**config.mk**
```make
export PLATFORM = sky130hd
export DESIGN_NAME = fir_tap_sequencer
export DESIGN_NICKNAME = d
export VERILOG_FILES = /design/src/rtl/fir_tap_sequencer.sv
export SDC_FILE = /design/constraint.sdc
export NUM_CORES = 1
export LEC_CHECK = 0
export BUFFER_PORTS_ARGS = -buffer_cell sky130_fd_sc_hd__buf_2
export CORE_ASPECT_RATIO = 0.8
export CORE_MARGIN = 3
export CORE_UTILIZATION = 35
export CTS_CLUSTER_DIAMETER = 50
export DETAILED_ROUTE_END_ITERATION = 10
export GPL_TIMING_DRIVEN = 0
export SLEW_MARGIN = 20
export SYNTH_ARGS = -nofsm -noshare
export SYNTH_HDL_FRONTEND = slang
export SYNTH_SLANG_ARGS = --single-unit
export TNS_END_PERCENT = 50
```
**constraint.sdc**
```tcl
create_clock -name iClk_12M -period 8.21 [get_ports iClk_12M]
set_input_delay 1.642 -clock iClk_12M [delete_from_list [all_inputs] [get_ports iClk_12M]]
set_output_delay 1.642 -clock iClk_12M [all_outputs]
set_load 0.02 [all_outputs]
```
**src/rtl/fir_tap_sequencer.sv**
```systemverilog
// Sample latch, stage sequencer and coefficient bank feeding a cascaded 3-tap FIR datapath.
// Bank writes that arrive while a sequence is in flight are parked in one pending slot.
module fir_tap_sequencer #(
    parameter int NUM_STAGES = 4,
    parameter int COEFF_W    = 16
) (
    input  logic                      iClk_12M,
    input  logic                      iRsn,
    input  logic                      iEnSample_300k,
    input  logic signed [2:0]         iFirIn,
    input  logic                      iCoeffWrValid,
    input  logic [3:0]                iCoeffWrAddr,
    input  logic signed [COEFF_W-1:0] iCoeffWrData,
    output logic                      oCoeffWrReady,
    output logic signed [2:0]         oFirIn,
    output logic signed [COEFF_W-1:0] oCoeff1,
    output logic signed [COEFF_W-1:0] oCoeff2,
    output logic signed [COEFF_W-1:0] oCoeff3,
    output logic                      oEnAcc,
    output logic [1:0]                oStageSel,
    output logic                      oBusy,
    output logic                      oDone,
    output logic                      oOverrun,
    output logic                      oAddrErr
);

    localparam int TAPS = 3 * NUM_STAGES;

    typedef enum logic [1:0] {IDLE, RUN, DONE} state_e;

    state_e                     state_q, state_d;
    logic [1:0]                 stage_q, stage_d;
    logic signed [2:0]          fir_in_q, fir_in_d;
    logic                       en_acc_q, en_acc_d;
    logic                       busy_q, busy_d;
    logic                       done_q, done_d;
    logic                       overrun_q, overrun_d;
    logic                       addr_err_q, addr_err_d;
    logic                       ready_q, ready_d;
    logic                       pend_valid_q, pend_valid_d;
    logic [3:0]                 pend_addr_q, pend_addr_d;
    logic signed [COEFF_W-1:0]  pend_data_q, pend_data_d;
    logic signed [COEFF_W-1:0]  bank_q [TAPS];
    logic signed [COEFF_W-1:0]  bank_d [TAPS];

    logic       wr_accept;
    logic       addr_ok;
    logic       bank_open;
    logic [3:0] coeff_base;

    assign wr_accept = iCoeffWrValid && ready_q;
    assign addr_ok   = (iCoeffWrAddr < 4'(TAPS));
    // The bank may only change while no sequence is running or about to start.
    assign bank_open = (state_q == IDLE) && !iEnSample_300k;

    always_comb begin
        // NOTE: every _d gets a default first so no path leaves it unassigned (no latches).
        state_d      = state_q;
        stage_d      = stage_q;
        fir_in_d     = fir_in_q;
        en_acc_d     = 1'b0;
        busy_d       = 1'b0;
        done_d       = 1'b0;
        overrun_d    = overrun_q;
        pend_valid_d = pend_valid_q;
        pend_addr_d  = pend_addr_q;
        pend_data_d  = pend_data_q;
        bank_d       = bank_q;

        unique case (state_q)
            IDLE: begin
                if (iEnSample_300k) begin
                    fir_in_d = iFirIn;
                    stage_d  = 2'd0;
                    en_acc_d = 1'b1;
                    busy_d   = 1'b1;
                    state_d  = RUN;
                end
            end
            RUN: begin
                if (stage_q == 2'(NUM_STAGES - 1)) begin
                    stage_d = 2'd0;
                    done_d  = 1'b1;
                    state_d = DONE;
                end else begin
                    stage_d  = stage_q + 2'd1;
                    en_acc_d = 1'b1;
                    busy_d   = 1'b1;
                end
            end
            DONE: begin
                state_d = IDLE;
            end
            default: begin
                stage_d = 2'd0;
                state_d = IDLE;
            end
        endcase

        if (iEnSample_300k && (state_q != IDLE)) begin
            overrun_d = 1'b1;
        end

        // Pending slot full implies ready low, so a commit never races a new accept.
        if (bank_open) begin
            if (pend_valid_q) begin
                bank_d[pend_addr_q] = pend_data_q;
                pend_valid_d        = 1'b0;
            end else if (wr_accept && addr_ok) begin
                bank_d[iCoeffWrAddr] = iCoeffWrData;
            end
        end else if (wr_accept && addr_ok) begin
            pend_valid_d = 1'b1;
            pend_addr_d  = iCoeffWrAddr;
            pend_data_d  = iCoeffWrData;
        end

        addr_err_d = wr_accept && !addr_ok;
        ready_d    = !pend_valid_d;
    end

    // Coefficients follow the stage counter, which rests at 0 outside RUN.
    always_comb begin
        coeff_base = {2'b00, stage_q} + {1'b0, stage_q, 1'b0};
        oCoeff1    = bank_q[coeff_base];
        oCoeff2    = bank_q[coeff_base + 4'd1];
        oCoeff3    = bank_q[coeff_base + 4'd2];
    end

    // NOTE: sequential state uses <= only, so every flop samples pre-edge values.
    always_ff @(posedge iClk_12M or negedge iRsn) begin
        if (!iRsn) begin
            state_q      <= IDLE;
            stage_q      <= 2'd0;
            fir_in_q     <= '0;
            en_acc_q     <= 1'b0;
            busy_q       <= 1'b0;
            done_q       <= 1'b0;
            overrun_q    <= 1'b0;
            addr_err_q   <= 1'b0;
            ready_q      <= 1'b0;
            pend_valid_q <= 1'b0;
            pend_addr_q  <= '0;
            pend_data_q  <= '0;
            // NOTE: the bank is a small register file whose zero state is visible, so it is reset.
            for (int i = 0; i < TAPS; i++) begin
                bank_q[i] <= '0;
            end
        end else begin
            state_q      <= state_d;
            stage_q      <= stage_d;
            fir_in_q     <= fir_in_d;
            en_acc_q     <= en_acc_d;
            busy_q       <= busy_d;
            done_q       <= done_d;
            overrun_q    <= overrun_d;
            addr_err_q   <= addr_err_d;
            ready_q      <= ready_d;
            pend_valid_q <= pend_valid_d;
            pend_addr_q  <= pend_addr_d;
            pend_data_q  <= pend_data_d;
            for (int i = 0; i < TAPS; i++) begin
                bank_q[i] <= bank_d[i];
            end
        end
    end

    assign oCoeffWrReady = ready_q;
    assign oFirIn        = fir_in_q;
    assign oEnAcc        = en_acc_q;
    assign oStageSel     = stage_q;
    assign oBusy         = busy_q;
    assign oDone         = done_q;
    assign oOverrun      = overrun_q;
    assign oAddrErr      = addr_err_q;

endmodule
```
==> impl_metrics.csv <==
group,metric,value,unit
outcome,status,"finished clean",
logic_synthesis,synth_compound_area_share,12.84,%
detailed_routing,drt_iter0_drc,1050,
logic_synthesis,ys_ff_latch,225,
timing,fin_crit,5.836,ns
power,max-vdd-ir-drop,0.1919,mV
job,drv_cap,0,
timing,tightest_slew,0.9131,ns
cells_and_area,layout-drive-gt1-share,42.84,%
logic_synthesis,synthArstFlopShare,100.0,%
logic_synthesis,synth-xor-area-share,0.05964,%
clock_network,hold_buffers,0,
logic_synthesis,syn_avg_cell_area,12.86,sq um
critical_path,path_max_fanout,10,
critical_path,worst-setup-path-type,"reg2out",
power,pwr-share-clk,18.4,%
die,die-area,44470,sq um
power,power.density,509.1,nW/um^2
cells_and_area,finalNonFillerCells,1835,
cells_and_area,fillers,3806,
cells_and_area,fin_area,17100,sq um
critical_path,path_buf_inv,7,
placed_design,place_area,15850,sq um
timing,slew_headroom,39.13,%
die,fp.coreArea,41040,sq um
logic_synthesis,synth_seq_area_share,38.34,%
timing,post-route-period-util,71.09,%
critical_path,cp_cell_sequence,"buf_2 > buf_4 > inv_1 > ha_1 > buf_2 > buf_2 > buf_2 > mux4_2 > a22oi_1 > o21ai_0 > buf_2",
cells_and_area,diodes,0,
critical_path,crit_top_cell,"buf_2",
timing,clock_skew,0.01552,ns
logic_synthesis,synth_edf_count,0,
critical_path,critPathLaunchType,"flop",
critical_path,critical_path.max_stage_delay,0.47,ns
timing,grt_setup_unrepaired,"no",
grt,antenna_found_initial,0,
clock_network,clk_path_buf_depth,3,
logic_synthesis,synth_area,14690,sq um
detailed_routing,vias_per_cell,6.058,
power,power_frac_seq,26.2,%
power,power_frac_comb,55.4,%
power,p_sw,0.003858,W
worst_hold_path,hp-class,"reg2reg",
logic_synthesis,synth.most_common_cell,"dfrtp_1",
timing,final_hold_viol_count,0,
power,p_int,0.004848,W
clock_network,clkTransAtPathRegs,0.06,ns
clock_network,clock-root-buffer,"clkbuf_16",
grt,grt_max_degree,91,
clock_network,tritoncts,"done",
grt,grt_pass1_vias,11340,
cells_and_area,nets,1296,
clock_network,htree_levels,2,
placed_design,gp_congestion,0.9625,
logic_synthesis,ys_warn_count,0,
detailed_routing,avgRoutedWirePerCell,26.48,um
placed_design,dp.final_hpwl,38420,um
logic_synthesis,synth_cells,1142,
logic_synthesis,synth_simple_gate_area_share,5.299,%
logic_synthesis,synth_cell_types,45,
critical_path,cp_data_arrival_time,4.19,ns
grt,grtUsageTotal,21.57,%
logic_synthesis,ys_top_cells_by_count,"dfrtp_1, o22ai_1, mux4_2",
logic_synthesis,synthFlopType,"dfrtp_1",
critical_path,cp-end-kind,"output port",
timing,setup_viol,0,
detailed_routing,vias,11117,
detailed_routing,drtPass1Iterations,5,
timing,final_max_slew_viol_count,0,
placed_design,io_buffers,83,
die,fp.dieW,235.0,um
logic_synthesis,netlist_top_cells_area,"dfrtp_1, mux4_2, o22ai_1, mux2_2, mux2_4",
die,die_h,189.2,um
grt,grt_pass1_wl,73650,um
cells_and_area,syn_to_final_growth,16.44,%
timing,final.setup.tns,0,ns
clock_network,cts_buffers,35,
power,leakagePower,6.747,nW
placed_design,dp_cells,1771,
timing,max_freq,0.1713,GHz
die,io_pins,86,
logic_synthesis,synth_nets,1174,
detailed_routing,ant_nets,0,
grt,globalRouteOverflowTotal,0,
logic_synthesis,synth_top_family_by_area,"multiplexers",
power,total_power,0.008707,W
die,rows,66,
logic_synthesis,yosysTopAreaCell,"dfrtp_1",
logic_synthesis,muxShareOfSynthArea,36.80,%
power,switching_share,44.31,%
die,start_util,35.78,%
critical_path,required,6.57,ns
clock_network,postCtsSetupBuffers,0,
clock_network,clk_latency,0.53,ns
clock_network,cts_sinks,225,
logic_synthesis,yosys.area_share.adder,0.4260,%
detailed_routing,wirelength,48590,um
logic_synthesis,yosys.area.top_type_share,38.34,%
critical_path,crit_slowest_cell,"dfrtp_1",
detailed_routing,drc,0,
cells_and_area,final_util,41.67,%
clock_network,cts_resized,0,
critical_path,critPathTopFamily,"buffers and inverters",
[final timing paths]
path | cells after the start | end | from | slack, ns
worst min register to register | 1 | oOverrun | oOverrun | 0.46
max in group asynchronous | 2 | bank_q[88] | iRsn | 6.33
worst max-delay path | 11 | oCoeff1[14] | oStageSel[0] | 2.37
worst min-delay path | 1 | oOverrun | oOverrun | 0.46
min in group asynchronous | 1 | oFirIn[1] | iRsn | 1.05
worst max register to register | 9 | oStageSel[1] | oStageSel[0] | 4.86
[sequential cells by signal, summed over array words and instances (netlist names)]
| name | count |
|---|---|
| bank_q | 192 |
| oAddrErr | 1 |
| oBusy | 1 |
| pend_data_q | 16 |
| oStageSel | 2 |
| state_q | 2 |
| oDone | 1 |
| pend_valid_q | 1 |
| oCoeffWrReady | 1 |
| oOverrun | 1 |
| oFirIn | 3 |
| pend_addr_q | 4 |
[routing by layer]
metal / track usage, % / wire (um)
met1: 32.15 / 21930
met2: 32.36 / 21340
met3: 4.733 / 4466
met4: 4.376 / 847
met5: 0 / 0
[power by group through the flow]
stage	combinational (W)	clock, W	sequential (W)
floorplan	0.00341	0	0.00197
global placement	0.00471	0	0.00221
detailed placement	0.00476	0	0.00224
CTS	0.00478	0.00162	0.00224
global route	0.00509	0.00167	0.00234
finish	0.00482	0.00160	0.00228
[cell families after synthesis]
family | count (synthesis)
mux | 343
compound gates | 277
flops | 225
buf+inv | 147
simple gates | 144
fa+ha+maj | 5
xor+xnor | 1
[layout make-up]
cell class / instances / area (sq um) / share of cell area [%]
tap: 544 / 680.7 / 3.980
sequential: 225 / 5630 / 32.92
clock inverter: 23 / 335.3 / 1.961
multi-input combinational: 770 / 8139 / 47.59
inverter: 20 / 75.07 / 0.4390
buffer: 127 / 842.1 / 4.924
timing repair buffer: 85 / 480.5 / 2.809
clock buffer: 41 / 918.4 / 5.370
[layout by cell type (no fill, tap or decap), types with 3 or more instances in the layout]
cell type | netlist | layout
o21ai_1 | 3 | 3
a21oi_4 | 11 | 11
nor2_1 | 8 | 8
nand3_1 | 16 | 16
nand4_1 | 5 | 5
inv_6 | 0 | 5
buf_1 | 3 | 3
nand3_2 | 8 | 8
o22ai_1 | 193 | 193
mux2i_1 | 16 | 16
a221o_1 | 16 | 16
mux4_2 | 112 | 112
bufinv_16 | 0 | 6
clkinv_2 | 0 | 4
buf_4 | 11 | 11
clkinvlp_4 | 0 | 4
nor2b_1 | 22 | 22
buf_6 | 12 | 12
clkbuf_16 | 0 | 35
buf_12 | 9 | 9
clkbuf_1 | 40 | 44
mux2_2 | 107 | 107
nand2b_1 | 19 | 19
mux2_4 | 80 | 80
dfrtp_1 | 225 | 225
buf_2 | 48 | 130
nand2_1 | 55 | 55
inv_1 | 20 | 20
mux2_1 | 28 | 28
a22oi_1 | 16 | 16
ha_1 | 5 | 5
o21ai_0 | 31 | 31
[stage by stage]
| step | worst slack [ns] | hold WS, ns |
|---|---|---|
| final | 2.374 | 0.4640 |
| after detailed placement | 2.997 | 0.4538 |
| after global routing | 2.123 | 0.4973 |
| after global placement | 1.350 | 0.4741 |
| after floorplan | 3.793 | 0.4705 |
| after CTS | 2.421 | 0.4738 |
Power figures use the tool's default switching activity.
